`config.mk`:
```
export PLATFORM = sky130hd
export DESIGN_NAME = pause_ctrl
export DESIGN_NICKNAME = d
export VERILOG_FILES = /design/src/rtl/pause_pkg.sv /design/src/rtl/btn_debounce.sv /design/src/rtl/pause_ctrl.sv
export SDC_FILE = /design/constraint.sdc
export NUM_CORES = 1
export LEC_CHECK = 0
export ABC_AREA = 1
export CAP_MARGIN = 20
export CORE_ASPECT_RATIO = 1.5
export CORE_UTILIZATION = 36
export CTS_CLUSTER_DIAMETER = 50
export DETAILED_ROUTE_END_ITERATION = 6
export PLACE_DENSITY_LB_ADDON = 0.08
export SKIP_LAST_GASP = 1
export SYNTH_ARGS = -nofsm -noshare
export SYNTH_HDL_FRONTEND = slang
export SYNTH_SLANG_ARGS = --single-unit
```
`constraint.sdc`:
```
create_clock -name clk -period 2.2 [get_ports clk]
set_input_delay 0.66 -clock clk [delete_from_list [all_inputs] [get_ports clk]]
set_output_delay 0.66 -clock clk [all_outputs]
set_load 0.05 [all_outputs]
```
`src/rtl/pause_pkg.sv`:
```
// Shared types and constants for the pause overlay sequencer.
package pause_pkg;

  typedef enum logic [1:0] {
    RUN       = 2'd0,
    PAUSE_REQ = 2'd1,
    PAUSED    = 2'd2,
    RESUME    = 2'd3
  } state_e;

  localparam int FCNT_W = 8;

endpackage

```
`src/rtl/btn_debounce.sv`:
```
// Synchronizes and debounces the raw pause button.
// Emits a one-cycle press on each accepted rising edge.
module btn_debounce #(
  parameter int DEBOUNCE_CYCLES = 500000
) (
  input  logic clk,
  input  logic rst_n,
  input  logic btn_raw,
  output logic press
);

  localparam int CW = $clog2(DEBOUNCE_CYCLES);
  localparam logic [CW-1:0] CNT_LAST = CW'(DEBOUNCE_CYCLES - 1);

  logic [1:0]    sync_q, sync_d;
  logic [CW-1:0] cnt_q, cnt_d;
  logic          db_q, db_d;
  logic          db_dly_q, db_dly_d;
  logic          btn_s;

  assign btn_s = sync_q[1];

  always_comb begin
    sync_d   = {sync_q[0], btn_raw};
    cnt_d    = cnt_q;
    db_d     = db_q;
    db_dly_d = db_q;
    // Any return to the accepted level restarts qualification.
    if (btn_s == db_q) begin
      cnt_d = '0;
    end else if (cnt_q == CNT_LAST) begin
      db_d  = btn_s;
      cnt_d = '0;
    end else begin
      cnt_d = cnt_q + 1'b1;
    end
  end

  always_ff @(posedge clk or negedge rst_n) begin
    if (!rst_n) begin
      sync_q   <= '0;
      cnt_q    <= '0;
      db_q     <= 1'b0;
      db_dly_q <= 1'b0;
    end else begin
      sync_q   <= sync_d;
      cnt_q    <= cnt_d;
      db_q     <= db_d;
      db_dly_q <= db_dly_d;
    end
  end

  assign press = db_q & ~db_dly_q;

endmodule

```
`src/rtl/pause_ctrl.sv`:
```
// Pause sequencer: frame-aligned freeze/resume, blinking PAUSE overlay
// while paused and a solid-overlay countdown before resuming.
module pause_ctrl
  import pause_pkg::*;
#(
  parameter int DEBOUNCE_CYCLES = 500000,
  parameter int BLINK_FRAMES    = 30,
  parameter int RESUME_FRAMES   = 60
) (
  input  logic clk,
  input  logic rst_n,
  input  logic btn_pause,
  input  logic frame_tick,
  input  logic game_over,
  output logic game_run,
  output logic pause_en,
  output logic paused
);

  localparam logic [FCNT_W-1:0] BLINK_LAST  = FCNT_W'(BLINK_FRAMES - 1);
  localparam logic [FCNT_W-1:0] RESUME_LAST = FCNT_W'(RESUME_FRAMES - 1);

  logic              press;
  state_e            state_q, state_d;
  logic [FCNT_W-1:0] blink_cnt_q, blink_cnt_d;
  logic [FCNT_W-1:0] res_cnt_q, res_cnt_d;
  logic              blink_ph_q, blink_ph_d;
  logic              game_run_q, game_run_d;
  logic              pause_en_q, pause_en_d;
  logic              paused_q, paused_d;

  btn_debounce #(.DEBOUNCE_CYCLES(DEBOUNCE_CYCLES)) u_db (
    .clk     (clk),
    .rst_n   (rst_n),
    .btn_raw (btn_pause),
    .press   (press)
  );

  always_comb begin
    state_d     = state_q;
    blink_cnt_d = blink_cnt_q;
    res_cnt_d   = res_cnt_q;
    blink_ph_d  = blink_ph_q;
    if (game_over) begin
      state_d     = RUN;
      blink_cnt_d = '0;
      res_cnt_d   = '0;
      blink_ph_d  = 1'b0;
    end else begin
      unique case (state_q)
        RUN: if (press) state_d = PAUSE_REQ;
        PAUSE_REQ: begin
          if (frame_tick) begin
            state_d     = PAUSED;
            blink_cnt_d = '0;
            blink_ph_d  = 1'b1;
          end
        end
        PAUSED: begin
          if (press) begin
            state_d   = RESUME;
            res_cnt_d = '0;
          end else if (frame_tick) begin
            if (blink_cnt_q == BLINK_LAST) begin
              blink_cnt_d = '0;
              blink_ph_d  = ~blink_ph_q;
            end else begin
              blink_cnt_d = blink_cnt_q + 1'b1;
            end
          end
        end
        RESUME: begin
          // A press cancels even when it coincides with the final tick.
          if (press) begin
            state_d     = PAUSED;
            blink_cnt_d = '0;
            blink_ph_d  = 1'b1;
          end else if (frame_tick) begin
            if (res_cnt_q == RESUME_LAST) begin
              state_d   = RUN;
              res_cnt_d = '0;
            end else begin
              res_cnt_d = res_cnt_q + 1'b1;
            end
          end
        end
        default: state_d = RUN;
      endcase
    end
  end

  always_comb begin
    game_run_d = (state_d == RUN) || (state_d == PAUSE_REQ);
    pause_en_d = (state_d == RESUME) || ((state_d == PAUSED) && blink_ph_d);
    paused_d   = (state_d != RUN);
  end

  always_ff @(posedge clk or negedge rst_n) begin
    if (!rst_n) begin
      state_q     <= RUN;
      blink_cnt_q <= '0;
      res_cnt_q   <= '0;
      blink_ph_q  <= 1'b0;
      game_run_q  <= 1'b1;
      pause_en_q  <= 1'b0;
      paused_q    <= 1'b0;
    end else begin
      state_q     <= state_d;
      blink_cnt_q <= blink_cnt_d;
      res_cnt_q   <= res_cnt_d;
      blink_ph_q  <= blink_ph_d;
      game_run_q  <= game_run_d;
      pause_en_q  <= pause_en_d;
      paused_q    <= paused_d;
    end
  end

  assign game_run = game_run_q;
  assign pause_en = pause_en_q;
  assign paused   = paused_q;

endmodule

```
==> metrics.yaml <==
status: "complete, but fails checks"
violations: "DRC"
powerDensity_nw_per_um2: 546.2
cp.arrival_ns: 1.42
placed_cells: 436
final_nets: 378
multi_input_area_um2: 1252
skew_ns: 0.01395
yosysTopAreaCellShare: 0.4239
yosysWarnings: 0
grt_pass1_wl_um: 10020
synth.area.top_cells: "dfrtp_1 (42%), nand2_1 (8.8%), nor2_1 (7.4%), inv_1 (6.5%), nand3_1 (5.8%)"
clockBufferDepth: 2
track_usage: 0.1713
power_leakage_nw: 1.337
root_buffer: "clkbuf_8"
grt_pass1_vias: 2290
yosysSeqAreaShare: 0.4340
areaGrowthSynthToFinish_pct: 12.67
die-area_um2: 7566
ff_latch_area_um2: 1127
ys_top_cells_by_count: "nand2_1 (61), nor2_1 (51), inv_1 (45), dfrtp_1 (44), nand3_1 (30)"
antenna_left: 0
worstPathRequired_ns: 1.54
clock_latency_ns: 0.30
synth_ff_type: "dfrtp_1"
hold_buffers: 0
wl_per_cell_um: 13.02
dp_hpwl_um: 4523
antenna_found_initial: 0
finish.instance_area_um2: 2927
max_stage_delay_ns: 0.79
clkSlewWorstSetupHoldPaths_ns: 0.09
grt_setup_unrepaired: "no"
final-setup-viol-count: 0
cts_tree: "done"
syn_area_um2: 2597
max-vdd-ir-drop_mv: 0.3617
period_minus_slack_ns: 2.084
path_class: "reg2out"
slew_headroom: 0.6722
drcViolationCount: 1
cts_resized: 0
critical_path_depth: 1
yosys.area.top_type: "dfrtp_1"
num_io_pins: 8
avgViaCountPerCell: 4.971
crit_fanout: 1
row_count: 37
htree_levels: 2
timing.fmax_ghz: 0.4798
ys_types: 32
die_w_um: 71.36
gr-total-overflow: 0
async_flop_share: 1.000
drv_cap: 0
endpoint_kind: "primary output"
antenna_cells: 0
finalHoldViolations: 0
finalCritPeriodShare: 0.9474
reg2reg_depth: 10
dr_total_vias: 2207
path_buf_inv: 1
crit_end: "paused"
synth_edf_count: 0
globalplace.congestion: 0.8646
nFillCells: 714
syn_nets: 356
syn_inst: 343
core_um2: 6898
reg2reg_slack_ns: 0.42
portBuffers: 7
yosysMostFrequentCell: "nand2_1"
whs_ns: 0.2996
drt-total-wl_um: 5783
dr.first_iter.drc_count: 88
start_util: 0.3766
place_area_um2: 2830
final-max-slew-violation-count: 0
numCtsBuffers: 5
reg2reg_from: "state_q[0]"
grt_max_degree: 28
final_cells: 444
firstDrtPassIters: 6
r2r-end: "blink_cnt_q[6]"
critPathTopFamily: "buffers and inverters"
avgSynthCellArea_um2: 7.573
min_path_type: "in2async"
post-cts-setup-buffers: 0
fp.dieH_um: 106.0
cts_sinks: 45
synth-seq-cells: 45
startpoint_type: "register"
crit_start: "paused"
drive_above_1_share: 0.1257
worstMarginPinSlew_ns: 0.4901
timing.critical_path.cells: "clkdlybuf4s50_1"
slowest_stage: "clkdlybuf4s50_1"
## layout by cell type, fill, tap and decap left out, drive strengths merged, types with 3 or more instances in the layout
master         netlist  routed
nand2               67      67
nor2                55      55
inv                 55      55
dfrtp               44      44
nand3               30      30
nor3                18      18
a21oi               18      18
o21ai               15      15
xor2                11      11
nand4               10      10
buf                  0      10
ha                   8       8
clkbuf               0       6
clkdlybuf4s50        0       5
clkinv               2       4
nor3b                3       3
## through the flow
stage               utilization  setup WS (ns)  total power (W)    TNS, ns
floorplan                     -         0.6340        0.0009887          0
global placement         0.4103        0.02744         0.001067          0
detailed placement       0.4103      -0.003047         0.001066  -0.007366
CTS                      0.4243        0.08985         0.001635          0
global route             0.4243        0.06710         0.001692          0
finish                   0.4243         0.1157         0.001599          0
## flip-flops by register name, indices dropped and copies added (netlist names)
name / flops
state_q: 2
blink_cnt_q: 8
pause_en: 1
u_db.cnt_q: 19
res_cnt_q: 8
u_db.db_dly_d: 1
u_db.db_dly_q: 1
paused: 1
game_run: 1
u_db.sync_q: 2
blink_ph_q: 1
## report_power, final
group          switching [W]  leakage (nW)  internal, W
Sequential         0.0000153         0.617     0.000849
Combinational       0.000121         0.669    0.0000616
Clock               0.000297        0.0512     0.000255
## metal layers
metal  vias to the layer above  global-route usage  share of wire
met5                         -                   0              0
met4                         0             0.09714          0.043
met3                        20             0.02844          0.017
met2                        29              0.3231           0.54
met1                      1010              0.1727           0.40
li1                       1148                   -              -
## how the worst min path moves through the flow
stage / start / end / slack, ns
detailed placement: u_db.sync_q[0] / u_db.sync_q[1] / 0.34
global placement: u_db.sync_q[0] / u_db.sync_q[1] / 0.33
global route: rst_n / res_cnt_q[6] / 0.31
CTS: rst_n / res_cnt_q[6] / 0.31
finish: rst_n / res_cnt_q[6] / 0.30
floorplan: u_db.sync_q[0] / u_db.sync_q[1] / 0.33
## cells by family (layout without fill, tap and decap cells)
| family | after synthesis | in the layout | share of synthesized area |
|---|---|---|---|
| buffers and inverters | 57 | 80 | 0.08381 |
| and+or+nand+nor | 183 | 183 | 0.3232 |
| xor gates and xnor gates | 11 | 11 | 0.03709 |
| adders and majority gates | 8 | 8 | 0.03854 |
| AOI/OAI and AO/OA | 39 | 39 | 0.08334 |
| DFF | 45 | 45 | 0.4340 |
## layout make-up
| type | instances | area share |
|---|---|---|
| Clock buffer | 6 | 0.02822 |
| Clock inverter | 2 | 0.004703 |
| Inverter | 57 | 0.07439 |
| Multi-Input combinational cell | 241 | 0.4280 |
| Sequential cell | 45 | 0.3852 |
| Tap cell | 78 | 0.03335 |
| Timing Repair Buffer | 15 | 0.04617 |
Power figures use the tool's default switching activity.
